File: config.mk
export PLATFORM = sky130hd
export DESIGN_NAME = prbs31_step
export DESIGN_NICKNAME = d
export VERILOG_FILES = /design/src/rtl/prbs31_pkg.sv /design/src/rtl/prbs31_step.sv
export SDC_FILE = /design/constraint.sdc
export NUM_CORES = 1
export LEC_CHECK = 0
export CORE_MARGIN = 2
export CORE_UTILIZATION = 19
export DETAILED_ROUTE_END_ITERATION = 12
export GPL_TIMING_DRIVEN = 1
export PLACE_DENSITY = 0.83
export SLEW_MARGIN = 15
export SYNTH_ARGS = -nofsm -noshare
export SYNTH_HDL_FRONTEND = slang
export SYNTH_SLANG_ARGS = --single-unit
File: constraint.sdc
create_clock -name vclk -period 0.8
set_input_delay 0.12 -clock vclk [all_inputs]
set_output_delay 0.12 -clock vclk [all_outputs]
set_load 0.1 [all_outputs]
File: src/rtl/prbs31_pkg.sv
// Constants shared by the PRBS31 checker and the PRBS31 generator.
package prbs31_pkg;

   // x^31 + x^28 + 1
   localparam int PRBS_LEN = 31;
   localparam int TAP_A    = 31;
   localparam int TAP_B    = 28;

   localparam int CNT_W    = 16;

   typedef enum logic [1:0] {
      HUNT   = 2'd0,
      VERIFY = 2'd1,
      LOCKED = 2'd2
   } prbs_state_e;

endpackage

File: src/rtl/prbs31_step.sv
// Advances a PRBS31 state by WORDWIDTH bits and returns those bits as a word,
// earliest bit in word[0]. The state holds the last 31 bits, oldest in bit 0.
module prbs31_step
   import prbs31_pkg::*;
#(
   parameter int WORDWIDTH = 15
) (
   input  logic [PRBS_LEN-1:0]  state,
   output logic [PRBS_LEN-1:0]  state_next,
   output logic [WORDWIDTH-1:0] word
);

   // unrolled recurrence b[n] = b[n-31] ^ b[n-28], one bit per iteration
   always_comb begin
      state_next = state;
      word       = '0;
      for (int k = 0; k < WORDWIDTH; k++) begin
         word[k]    = state_next[PRBS_LEN-TAP_A] ^ state_next[PRBS_LEN-TAP_B];
         state_next = {word[k], state_next[PRBS_LEN-1:1]};
      end
   end

endmodule

After elaboration in Yosys (flattened, before gate mapping)
Index checks and enable logic that the tools add are counted.
{"block": "word_totals", "in_bits": 31, "ff_bits": 0, "wordCells": 15, "out_inout_bits": 46}
{"block": "op_classes", "bitwise": 15}
{"op": "1-bit XOR", "count": 15}

Depth between registers and ports, before layout
{"block": "logic_depth", "word_depth": 1, "depth_mapped": 2, "ltp_nobuf": 1}

Worst setup path before layout
No wires, ideal clock.
{"block": "synth_path", "path_kind": "input to output", "start": "input port state[3]", "end": "output port word[0]", "t_required_ns": 0.680, "n_path_buf": 1, "arrival_ns": 2.088, "path_stages": 2, "slack_ns": -1.408, "cell_sequence": "xor2_1 buf_4"}
{"block": "synth_via", "elab_chain_cells": 1}
{"item": "start, declared", "line_no": "prbs31_step.sv:8", "text": "input logic [PRBS_LEN-1:0] state,"}
{"item": "1-bit XOR", "line_no": "prbs31_step.sv:18", "text": "word[k] = state_next[PRBS_LEN-TAP_A] ^ state_next[PRBS_LEN-TAP_B];"}
{"item": "end, declared", "line_no": "prbs31_step.sv:10", "text": "output logic [WORDWIDTH-1:0] word"}
Every way passes these cells.

Worst setup path after layout
{"block": "layout_path", "start": "input port state[4]", "end": "output port word[4]"}
Same word-level chain as after synthesis.

==> flow_metrics.tcl <==
set metrics [dict create \
    synth_top_area_share 0.639 \
    slew_headroom 0.856 \
    dpl_worst_slack_ns -0.523 \
    netlist_instances 46 \
    p_leak_nw 0.659 \
    crit_path_start "state[4]" \
    syn_area_sq_um 364 \
    synthAdderAreaFrac 0 \
    die_h_um 47.8 \
    gp_congestion 0.536 \
    yosys.area_share.simple 0 \
    avgSynthCellArea_sq_um 7.92 \
    grt_pass1_wl_um 2900 \
    vias 425 \
    wl_per_cell_um 16.8 \
    cp.arrival_ns 0.78 \
    yosys-top-cells-area "buf_4, xor2_1" \
    muxShareOfSynthArea 0 \
    dr.pass1.iters 1 \
    die_x_um 47.8 \
    syn_nets 77 \
    grt_pass1_vias 545 \
    ys_seq_area_frac 0 \
    drc 0 \
    worst_setup_path_end_kind "output pin" \
    diodes 0 \
    min_path_type "input pin to output pin" \
    rsz0062_at_grt "yes" \
    violations "negative setup slack" \
    stdcell_count 114 \
    multiInputGateArea_sq_um 413 \
    worst_slack_ns -0.0997 \
    cts_setup_buffers 0 \
    period_share 1.12 \
    cp.required_ns 0.68 \
    drive_above_1_share 1.00 \
    maxCapViolCount 0 \
    path_class "input pin to output pin" \
    endpoint "word[4]" \
    grt_remaining_overflow 0 \
    io_buffers 51 \
    grt_max_degree 3 \
    critPathMaxFanout 2 \
    ys_top_cells_by_count "buf_4, xor2_1" \
    synth-compound-area-share 0 \
    yosys_warnings 0 \
    finalCriticalPeriod_ns 0.900 \
    rows 15 \
    power_mw 2.49 \
    nClkBuffers 0 \
    yosys.area.top_type "buf_4" \
    via_per_inst 3.73 \
    setup_viol 28 \
    core_area_sq_um 1760 \
    grt_util_all_layers 0.190 \
    nNetsFinal 122 \
    worst_pin_slew_ns 0.216 \
    maxClockFrequency_mhz 1110 \
    ir_worst_vdd_mv 1.15 \
    antenna_found_initial 0 \
    ios 77 \
    nFillCells 72 \
    ys_types 2 \
    start_util 0.206 \
    ant_nets 0 \
    seq_cell_count 0 \
    dieArea_sq_um 2280 \
    holdWs_ns 0.240 \
    synthXorXnorAreaFrac 0.361 \
    status "finished with violations" \
    synth_top_family_by_area "buffers and inverters" \
    placed_cells 116 \
    postPlaceCellArea_sq_um 1500 \
    dp_hpwl_um 1500 \
    drv_slew 0 \
    syn2layout_area_growth_pct 322 \
    routed_wl_um 1920 \
    start_kind "input pin" \
    powerDensity_nw_per_um2 1620 \
    ctsHoldBuffers 0 \
    synth.most_common_cell "buf_4" \
    finalHoldViolCount 0 \
    stdcell_area_sq_um 1540 \
    drt_iter0_markers 0 \
    finalSetupTns_ns -2.26 \
    utilization 0.870 \
    regArea_sq_um 0 \
]
-- critical path, cell delays in order --
cell,delay (ns)
buf_6,0.10
buf_6,0.11
xor2_4,0.23
buf_12,0.21
-- final cells by class --
type                            count  area share
Tap cell                           25      0.0204
Timing Repair Buffer               74       0.711
Multi-Input combinational cell     15       0.269
-- where the power goes --
part           switching (mW)  internal [mW]  total (mW)
clock                       0              0           0
combinational            1.59          0.905        2.49
sequential                  0              0           0
-- logic make-up after synthesis --
kind of cell / Yosys count
buffers and inverters: 31
XOR/XNOR: 15
-- how the worst min path moves through the flow --
stage | start | endpoint | slack (ns) | cells past startpoint
after CTS | state[25] | state_next[10] | 0.24 | 0
after floorplan | state[3] | state_next[16] | 0.45 | 1
final | state[27] | state_next[12] | 0.24 | 0
after global placement | state[25] | state_next[10] | 0.24 | 0
after detailed placement | state[25] | state_next[10] | 0.24 | 0
after global routing | state[27] | state_next[12] | 0.24 | 0
-- metal layers --
layer  global-route usage  vias to the layer above  part of all wire
met4              0.00541                        0                 0
li1                     -                      183                 -
met2                0.411                       43              0.61
met3               0.0679                        0              0.12
met5                    0                        -                 0
met1                0.171                      199              0.26
-- what timing repair did --
action	4_1_cts	5_1_grt
setup endpoints to repair	33	28
cloned	0	0
gates resized for setup	109	4
pin swaps	15	4
-- layout by cell type (no fill, tap or decap) --
cell type  netlist  final
buf_8            0      4
buf_12           0     33
xor2_4           0     15
buf_6            0     28
buf_2            0      5
buf_4           31      4
No activity file was read; power rests on OpenSTA's default activity.
